[src/rtl/hum_fan_ctrl.sv]
// hum_fan_ctrl: qualifies DHT11 humidity tens-digit samples, debounces the
// humidity band, soft-ramps the PWM compare value toward the band target and
// forces the fan off when sensor data goes stale.
// Optional feature macro: HUM_FAN_BOOST_EN (adds boost_req, target = PERIOD).
module hum_fan_ctrl #(
    parameter int unsigned PERIOD      = 999,
    parameter int unsigned STEP        = 10,
    parameter int unsigned RAMP_DIV    = 1000,
    parameter int unsigned STALE_TICKS = 4096
) (
    input  logic       clk,
    input  logic       rst,
    input  logic       sample_valid,
    input  logic [3:0] humidity10,
`ifdef HUM_FAN_BOOST_EN
    input  logic       boost_req,
`endif
    output logic [9:0] duty_cycle,
    output logic       fan_on,
    output logic       busy,
    output logic       fault,
    output logic [1:0] band
);

    localparam int unsigned DUTY_W  = 10;
    localparam int unsigned SUM_W   = DUTY_W + 1;
    localparam int unsigned CNT_W   = (RAMP_DIV > 2) ? $clog2(RAMP_DIV) : 1;
    localparam int unsigned STALE_W = $clog2(STALE_TICKS + 1);

    localparam logic [DUTY_W-1:0] TGT_B0   = DUTY_W'((PERIOD * 80) / 100);
    localparam logic [DUTY_W-1:0] TGT_B1   = DUTY_W'((PERIOD * 50) / 100);
    localparam logic [DUTY_W-1:0] TGT_B2   = DUTY_W'((PERIOD * 20) / 100);
    localparam logic [DUTY_W-1:0] TGT_B3   = DUTY_W'(0);
    localparam logic [DUTY_W-1:0] TGT_MAX  = DUTY_W'(PERIOD);
    localparam logic [SUM_W-1:0]  STEP_W   = SUM_W'(STEP);
    localparam logic [CNT_W-1:0]  TICK_END = CNT_W'(RAMP_DIV - 1);
    localparam logic [STALE_W-1:0] STALE_END = STALE_W'(STALE_TICKS);

    typedef enum logic [2:0] {
        ST_IDLE,
        ST_HOLD,
        ST_RAMP_UP,
        ST_RAMP_DOWN,
        ST_FAULT
    } state_t;

    state_t              state_q,    state_d;
    logic [DUTY_W-1:0]   duty_q,     duty_d;
    logic [1:0]          band_q,     band_d;
    logic [1:0]          cand_q,     cand_d;
    logic [CNT_W-1:0]    tick_cnt_q, tick_cnt_d;
    logic [STALE_W-1:0]  stale_q,    stale_d;
    logic                fan_on_q,   fan_on_d;
    logic                busy_q,     busy_d;
    logic                fault_q,    fault_d;

    logic                tick_c;
    logic                sample_ok_c;
    logic [1:0]          mapped_c;
    logic                boost_c;
    logic [DUTY_W-1:0]   target_c;
    logic [DUTY_W-1:0]   target_next_c;
    logic [SUM_W-1:0]    duty_ext_c;
    logic [SUM_W-1:0]    tgt_ext_c;
    logic [SUM_W-1:0]    sum_c;
    logic [STALE_W-1:0]  stale_inc_c;
    logic                expire_c;

    // Humidity tens digit to band: 0-1 wettest demand, 8-9 none.
    function automatic logic [1:0] band_of(input logic [3:0] h);
        logic [1:0] b;
        if (h <= 4'd1)      b = 2'd0;
        else if (h <= 4'd4) b = 2'd1;
        else if (h <= 4'd7) b = 2'd2;
        else                b = 2'd3;
        return b;
    endfunction

    // Duty target for a band, overridden to full scale by boost.
    function automatic logic [DUTY_W-1:0] target_of(input logic [1:0] b, input logic bst);
        logic [DUTY_W-1:0] t;
        case (b)
            2'd0:    t = TGT_B0;
            2'd1:    t = TGT_B1;
            2'd2:    t = TGT_B2;
            default: t = TGT_B3;
        endcase
        if (bst) t = TGT_MAX;
        return t;
    endfunction

    // Steady-state classification from a duty/target pair.
    function automatic state_t classify(input logic [DUTY_W-1:0] d, input logic [DUTY_W-1:0] t);
        state_t s;
        if (d < t)           s = ST_RAMP_UP;
        else if (d > t)      s = ST_RAMP_DOWN;
        else if (d == '0)    s = ST_IDLE;
        else                 s = ST_HOLD;
        return s;
    endfunction

`ifdef HUM_FAN_BOOST_EN
    assign boost_c = boost_req;
`else
    assign boost_c = 1'b0;
`endif

    // Sample qualification and tick decode.
    always_comb begin
        tick_c      = (tick_cnt_q == TICK_END);
        sample_ok_c = sample_valid && (humidity10 <= 4'd9);
        mapped_c    = band_of(humidity10);
        target_c    = target_of(band_q, boost_c && (state_q != ST_FAULT));
        duty_ext_c  = {1'b0, duty_q};
        tgt_ext_c   = {1'b0, target_c};
        sum_c       = duty_ext_c + STEP_W;
        stale_inc_c = stale_q + STALE_W'(1);
        expire_c    = tick_c && (stale_inc_c == STALE_END) && !sample_ok_c;
    end

    // Next-state: tick counter, ramp, debounce, staleness and FAULT handling.
    always_comb begin
        state_d       = state_q;
        duty_d        = duty_q;
        band_d        = band_q;
        cand_d        = cand_q;
        stale_d       = stale_q;
        tick_cnt_d    = tick_c ? '0 : tick_cnt_q + CNT_W'(1);
        target_next_c = target_c;

        if (state_q == ST_FAULT) begin
            // Fan stays off; only a valid sample restarts normal operation.
            if (sample_ok_c) begin
                cand_d  = mapped_c;
                stale_d = '0;
            end
        end else begin
            if (tick_c) begin
                stale_d = stale_inc_c;
                if (duty_q < target_c) begin
                    duty_d = (sum_c >= tgt_ext_c) ? target_c : sum_c[DUTY_W-1:0];
                end else if (duty_q > target_c) begin
                    duty_d = (duty_ext_c >= tgt_ext_c + STEP_W)
                           ? duty_q - DUTY_W'(STEP) : target_c;
                end
            end
            if (sample_ok_c) begin
                stale_d = '0;
                if (mapped_c == cand_q) band_d = cand_q;
                else                    cand_d = mapped_c;
            end else if (expire_c) begin
                duty_d  = '0;
                band_d  = 2'd3;
                cand_d  = 2'd3;
                stale_d = '0;
            end
        end

        target_next_c = target_of(band_d, boost_c);
        if (expire_c || (state_q == ST_FAULT && !sample_ok_c)) begin
            state_d = ST_FAULT;
        end else begin
            state_d = classify(duty_d, target_next_c);
        end

        fan_on_d = (duty_d != '0);
        busy_d   = (state_d == ST_RAMP_UP) || (state_d == ST_RAMP_DOWN);
        fault_d  = (state_d == ST_FAULT);
    end

    // State and output registers with synchronous reset.
    always_ff @(posedge clk) begin
        if (rst) begin
            state_q    <= ST_IDLE;
            duty_q     <= '0;
            band_q     <= 2'd3;
            cand_q     <= 2'd3;
            tick_cnt_q <= '0;
            stale_q    <= '0;
            fan_on_q   <= 1'b0;
            busy_q     <= 1'b0;
            fault_q    <= 1'b0;
        end else begin
            state_q    <= state_d;
            duty_q     <= duty_d;
            band_q     <= band_d;
            cand_q     <= cand_d;
            tick_cnt_q <= tick_cnt_d;
            stale_q    <= stale_d;
            fan_on_q   <= fan_on_d;
            busy_q     <= busy_d;
            fault_q    <= fault_d;
        end
    end

    assign duty_cycle = duty_q;
    assign band       = band_q;
    assign fan_on     = fan_on_q;
    assign busy       = busy_q;
    assign fault      = fault_q;

endmodule

[config.mk]
export PLATFORM = sky130hd
export DESIGN_NAME = hum_fan_ctrl
export DESIGN_NICKNAME = d
export VERILOG_FILES = /design/src/rtl/hum_fan_ctrl.sv
export SDC_FILE = /design/constraint.sdc
export NUM_CORES = 1
export LEC_CHECK = 0
export ABC_CLOCK_PERIOD_IN_PS = 4600
export BUFFER_PORTS_ARGS = -buffer_cell sky130_fd_sc_hd__buf_2
export CORE_ASPECT_RATIO = 2
export CORE_MARGIN = 5
export CORE_UTILIZATION = 55
export CTS_CLUSTER_SIZE = 24
export DETAILED_ROUTE_END_ITERATION = 16
export PLACE_DENSITY = 0.75
export SLEW_MARGIN = 20
export SYNTH_ARGS = -nofsm -noshare
export SYNTH_HDL_FRONTEND = slang
export SYNTH_SLANG_ARGS = --single-unit
export TNS_END_PERCENT = 50
[constraint.sdc]
create_clock -name clk -period 4.6 [get_ports clk]
set_input_delay 0.46 -clock clk [delete_from_list [all_inputs] [get_ports clk]]
set_output_delay 0.46 -clock clk [all_outputs]
set_load 0.03 [all_outputs]
### After elaboration in Yosys (flattened, before gate mapping)

Cells that the tools add are included.

| storage, ports and cells | value |
|---|---|
| register bits after elaboration | 43 |
| latch bits | 0 |
| RAM bits | 0 |
| ROM bits | 0 |
| bits of input ports | 7 |
| output and inout port bits | 15 |
| word-level logic and storage cells | 84 |
| memories | 0 |

| cells by class | value |
|---|---|
| add/subtract/negate cells | 5 |
| multipliers | 0 |
| divide/modulo/power cells | 0 |
| $lt $le $gt $ge | 10 |
| eq/ne operators | 13 |
| shift operators | 0 |
| muxes and demuxes | 31 |
| bitwise gates (word level) | 0 |
| reduce and logical (&&, ||, !) cells | 16 |

Operators by type and width:

| cell | number |
|---|---|
| $mux 10 | 8 |
| $mux 13 | 5 |
| $pmux 10 s3 | 2 |
| $mux 2 | 13 |
| $add 10x4->11 const B | 2 |
| $gt 10x10->1 | 2 |
| $lt 10x10->1 | 2 |
| $add 13x1->13 const B | 1 |
| $eq 13x13->1 const B | 1 |
| $ge 10x11->1 | 1 |
| $ge 11x10->1 | 1 |
| $add 10x1->10 const B | 1 |
| $eq 10x10->1 const B | 1 |
| $logic_not 10->1 | 1 |
| $reduce_bool 10->1 | 1 |
| $sub 10x4->10 const B | 1 |
| $le 4x3->1 const B | 2 |
| $eq 3x2->1 const B | 2 |
| $eq 3x3->1 const B | 2 |
| $eq 2x1->1 const B | 2 |
| $eq 2x2->1 const B | 2 |
| $le 4x1->1 const B | 1 |
| $le 4x4->1 const B | 1 |
| $logic_and 1x1->1 | 4 |
| other kinds (13) | 16 |

### Logic depth before layout (Yosys ltp)

| depth | value |
|---|---|
| word-level depth | 18 |
| depth in mapped cells | 23 |

### Worst setup path after synthesis

No wires, ideal clock.

| timing path | value |
|---|---|
| kind | reg-to-reg |
| from | reg band_q[0], in the netlist band[0] |
| to | reg state_q[0] |
| library setup time | 0.070 ns |
| data arrival time | 4.532 ns |
| data required time | 4.530 ns |
| path slack | -0.001 ns |
| stages on the path, launching flop included | 22 |
| period minus slack after synthesis | 4.601 ns |
| cell sequence | dfxtp_1 > inv_1 > ha_1 > clkbuf_1 > o21ai_0 > ha_1 > a21o_1 > a21oi_1 > nand2_1 > o21ba_2 > clkbuf_8 > mux2i_1 > a21oi_1 > o21ai_0 > inv_1 > ha_1 > a21o_1 > a21o_1 > a21oi_1 > o211ai_1 > or2b_2 > a21oi_1 |

| on the way | value |
|---|---|
| word-level cells in the longest chain between the ends | 16 |
| elaborated cells on any way between the ends | 32 |
| those cells by class | add/sub: 1; order compare: 6; eq/ne: 4; mux: 18; reduce/logical: 3 |

Ends and longest elaborated chain:

| element | RTL line | source |
|---|---|---|
| start, declared | 49 | `logic [1:0] band_q, band_d;` |
| start signal, assigned | 186 | `band_q <= band_d;` |
| $eq 2x2->1 (tied with other cells) | 82 | `case (b)` |
| $pmux 10 s3 (*) | 82 |  |
| $add 10x4->11 | 143 | `duty_d = (duty_ext_c >= tgt_ext_c + STEP_W)` |
| $ge 10x11->1 | 143 |  |
| $mux 10 | 144 | `? duty_q - DUTY_W'(STEP) : target_c;` |
| $mux 10 | 142 | `end else if (duty_q > target_c) begin` |
| $mux 10 (*) | 140 | `if (duty_q < target_c) begin` |
| $mux 10 (*) | 138 | `if (tick_c) begin` |
| $mux 10 | 151 | `end else if (expire_c) begin` |
| $mux 10 (*) | 147 | `if (sample_ok_c) begin` |
| $mux 10 (*) | 131 | `if (state_q == ST_FAULT) begin` |
| via duty_d[3] | 48 | `logic [DUTY_W-1:0] duty_q, duty_d;` |
| parallel branches: the longest is 3 deep, another holds $gt 10x10->1 | - |  |
| $mux 2 (*) | 95 | `if (d < t) s = ST_RAMP_UP;` |
| $mux 3 (*) | 160 | `if (expire_c \|\| (state_q == ST_FAULT && !sample_ok_c)) begin` |
| end signal, assigned | 184 | `state_q <= state_d;` |
| end, declared | 47 | `state_t state_q, state_d;` |

Mark *: on every way through the listed nets, which the timed path passes.
A chain may end at the register's enable or synchronous reset.

### Worst setup path after layout

| timing path | value |
|---|---|
| from | reg band_q[1], in the netlist band[1] |
| to | reg state_q[0] |

Same word-level chain as after synthesis.

==> impl_results.rst <==
.. list-table::
   :header-rows: 1

   * - Metric
     - Value
   * - Worst EP arrival
     - 4.56 ns
   * - Crit. End Element
     - register
   * - Accumulated negative setup slack
     - 0 ns
   * - Maximum number of pins on one net before global-route repair
     - 35
   * - Cell depth of the worst flop-to-flop path
     - 19
   * - Reg2Reg Setup Slack
     - 0.26 ns
   * - Final number of setup-violating endpoints
     - 0
   * - Hold Fails Final Rpt
     - 0
   * - Worst min path class
     - register to register
   * - WS Path Type
     - register to register
   * - Total clock buffers created by CTS
     - 5
   * - Total number of clock tree sinks
     - 42
   * - Number of standard cells after synthesis
     - 525
   * - Share of synthesized flip-flops with an asynchronous set or reset
     - 0
   * - LEAKAGE
     - 2.00 nW
   * - Average wire length per cell after detail routing
     - 18.7 um
   * - Worst setup timing slack at the placement stage
     - -0.00590 ns
   * - Via count of the routed design
     - 4046
   * - Die Ht
     - 132 um
   * - Register clock-pin slew on the reported worst setup and hold paths
     - 0.06 ns
   * - Kind of launch point of the worst setup path
     - register
   * - Area overhead of the layout relative to synthesis
     - 10.4%
   * - Clock skew
     - 0.00976 ns
   * - Share of the synthesized area in the top cell type
     - 0.204
   * - Launching instance or port of the critical path
     - band[1]
   * - Startpoint of the worst-slack reg-to-reg timing path
     - band[1]
   * - Result of the run
     - completed
   * - Synthesized flop and latch total
     - 42
   * - Final period demand of the worst path
     - 4.34 ns
   * - Dominant cells by area after synthesis
     - sky130_fd_sc_hd__dfxtp_1 (20%), sky130_fd_sc_hd__ha_1 (16%), sky130_fd_sc_hd__nor2_1 (5.7%), sky130_fd_sc_hd__a21oi_1 (3.9%), sky130_fd_sc_hd__xnor2_1 (3.8%)
   * - Part of the Yosys area used for sequential elements
     - 0.204
   * - Share of the cycle needed by the critical path after routing
     - 0.943
   * - Syn avg cell area
     - 7.86 um^2
   * - Number of routed nets with antenna violations
     - 0
   * - Final Net Count
     - 612
   * - Most common cell in the netlist
     - sky130_fd_sc_hd__nor2_1
   * - Peak fanout along the critical path
     - 9
   * - Worst skew pair latency
     - 0.29 ns
   * - Number of synthesized flops with an enable pin
     - 0
   * - Top cells by count, synth
     - sky130_fd_sc_hd__nor2_1 (63), sky130_fd_sc_hd__ha_1 (54), sky130_fd_sc_hd__dfxtp_1 (42), sky130_fd_sc_hd__inv_1 (34), sky130_fd_sc_hd__nand2_1 (34)
   * - Reg2reg end
     - state_q[0]
   * - Final worst slack
     - 0.262 ns
   * - Count of boundary I/O pins
     - 22
   * - Residual overflow from global routing
     - 0
   * - HPWL after detailed placement
     - 9400 um
   * - Slew @ Worst Pin
     - 0.950 ns
   * - Number of warnings issued by yosys
     - 0
   * - Number of antenna violations at the first check in global routing
     - 0
   * - Maximum level of the CTS H-tree
     - 2
   * - Post-detailed-routing wire length
     - 12100 um
   * - Initial cell density of the core
     - 0.563
   * - Summed instance area of the synthesized netlist
     - 4130 um^2
   * - Number of detailed-routing iterations run before antenna repair
     - 4
   * - Required time at the worst-slack endpoint
     - 4.83 ns
   * - Maximum Capacitance Violations
     - 0
   * - Maximum operating frequency
     - 231 MHz
   * - Diodes inserted
     - 0
   * - Core Region
     - 7320 um^2
   * - Fraction of layout cells with a size suffix above 1
     - 0.179
   * - Residual DRC
     - 0
   * - Slew HR
     - 0.362
   * - Post-synthesis net count
     - 586
   * - IR drop worst, VDD
     - 0.000366 V
   * - Vias per Instance
     - 6.28
   * - Root buffer cell
     - sky130_fd_sc_hd__clkbuf_16
   * - Primary flip-flop cell chosen by synthesis mapping
     - sky130_fd_sc_hd__dfxtp_1
   * - Post-synth cell types
     - 76
   * - Clk buf depth
     - 2
   * - Final GP Congestion
     - 0.995
   * - Total power divided by cell area
     - 207 nW/um^2
   * - Max-slew violations
     - 0
   * - Number of global-route vias before repair
     - 4135
   * - Critical Path Sink
     - state_q[0]
   * - Site row count
     - 44
   * - DRC marker count from the first detailed-route iteration
     - 269
   * - Overall die area
     - 9440 um^2
   * - Total routing resource utilization after global routing
     - 0.262
   * - Global-route wire length before repair
     - 19700 um
   * - Cell type contributing the most total cell area after synthesis
     - sky130_fd_sc_hd__dfxtp_1
   * - Buffers on Ports
     - 21
   * - Die X-Extent
     - 71.2 um
   * - TritonCTS clock tree
     - yes
-- flip-flops by register name, indices dropped and copies added (netlist names) --
signal	flops
band	2
cand_q	2
duty_cycle	10
fan_on	1
fault	1
stale_q	13
state_q	3
tick_cnt_q	10
-- cell type report --
class | instances | area (um^2)
multi-input cells | 425 | 3060
fillers | 673 | 2770
flip-flops and latches | 42 | 843
repair buffers | 43 | 270
clock buffers | 6 | 129
inverters | 34 | 128
well taps | 92 | 115
clock inverters | 2 | 13.8
-- timing repair --
item / 4_1_cts / 5_1_grt
setup buffers: 0 / 3
hold buffers: 0 / 0
endpoints found under the setup margin: 1 / 2
gates resized for setup: 1 / 19
pin swaps: 0 / 1
-- worst min path at each step --
stage | start | endpoint | slack [ns] | cells after the start
2_1_floorplan | tick_cnt_q[0] | tick_cnt_q[0] | 0.42 | 1
3_3_place_gp | tick_cnt_q[0] | tick_cnt_q[0] | 0.43 | 1
3_5_place_dp | tick_cnt_q[0] | tick_cnt_q[0] | 0.44 | 1
4_1_cts | tick_cnt_q[0] | tick_cnt_q[0] | 0.47 | 1
5_1_grt | tick_cnt_q[0] | tick_cnt_q[0] | 0.48 | 1
6_report | tick_cnt_q[0] | tick_cnt_q[0] | 0.47 | 1
-- per-layer routing --
metal  up-vias  global-route usage  wire length (um)
li1       1942                   -                 -
met1      1914               0.240              4030
met4         0               0.231              1100
met3        67              0.0326               447
met2       123               0.480              6470
met5         -                   0                 0
-- critical path, stage by stage, from the launching register on --
cell and delay (ns):
sky130_fd_sc_hd__dfxtp_1 0.41, sky130_fd_sc_hd__inv_1 0.13, sky130_fd_sc_hd__ha_2 0.45, sky130_fd_sc_hd__inv_1 0.20, sky130_fd_sc_hd__ha_1 0.35, sky130_fd_sc_hd__a211o_1 0.12
sky130_fd_sc_hd__o211ai_1 0.10, sky130_fd_sc_hd__nor2b_2 0.19, sky130_fd_sc_hd__a21oi_4 0.31, sky130_fd_sc_hd__mux2_2 0.37, sky130_fd_sc_hd__a22oi_1 0.18, sky130_fd_sc_hd__a31o_2 0.20
sky130_fd_sc_hd__nor2_1 0.05, sky130_fd_sc_hd__ha_1 0.29, sky130_fd_sc_hd__nand4_1 0.11, sky130_fd_sc_hd__nor2_1 0.15, sky130_fd_sc_hd__a21oi_1 0.09, sky130_fd_sc_hd__o211ai_1 0.12
sky130_fd_sc_hd__or2b_2 0.31, sky130_fd_sc_hd__a21oi_1 0.10
-- stage by stage --
step	cells	area, um^2	hold slack, ns	power [mW]	utilization
after floorplan	525	4130	0.418	0.539	-
after global placement	633	4320	0.428	0.583	0.591
after detailed placement	633	4320	0.441	0.587	0.591
after CTS	641	4470	0.469	0.937	0.611
after global routing	644	4550	0.481	0.981	0.622
final	644	4550	0.466	0.941	0.622
-- power by group --
part / internal, mW / leakage, nW / total (mW) / switching (mW)
Sequential: 0.370 / 0.340 / 0.374 / 0.00468
Clock: 0.201 / 0.0708 / 0.350 / 0.148
Combinational: 0.0841 / 1.59 / 0.217 / 0.133
Total: 0.655 / 2.00 / 0.941 / 0.286
-- layout by cell type (no fill, tap or decap), types with 6 or more instances in the layout --
cell,count
sky130_fd_sc_hd__a21o_1,11
sky130_fd_sc_hd__o21ai_0,23
sky130_fd_sc_hd__xnor2_1,18
sky130_fd_sc_hd__and2_1,6
sky130_fd_sc_hd__nor3_1,14
sky130_fd_sc_hd__a21oi_1,30
sky130_fd_sc_hd__nand3_1,23
sky130_fd_sc_hd__o211ai_1,7
sky130_fd_sc_hd__inv_1,34
sky130_fd_sc_hd__xor2_1,9
sky130_fd_sc_hd__nand2_1,34
sky130_fd_sc_hd__nor2b_1,6
sky130_fd_sc_hd__buf_4,22
sky130_fd_sc_hd__nand3b_1,6
sky130_fd_sc_hd__buf_2,21
sky130_fd_sc_hd__ha_1,50
sky130_fd_sc_hd__nor2_1,63
sky130_fd_sc_hd__dfxtp_1,40
sky130_fd_sc_hd__or3_1,7
sky130_fd_sc_hd__mux2i_1,8
-- cell families after synthesis --
kind of cell,after synthesis,share of synthesized area
AND/OR/NAND/NOR,207,0.271
AO/OA/AOI/OAI,127,0.209
buffers and inverters,58,0.0707
adder cells (fa/ha/maj),54,0.164
flip-flops,42,0.204
XOR/XNOR,28,0.0594
multiplexers,9,0.0221
Note: power is estimated with default switching activity, not from simulation.
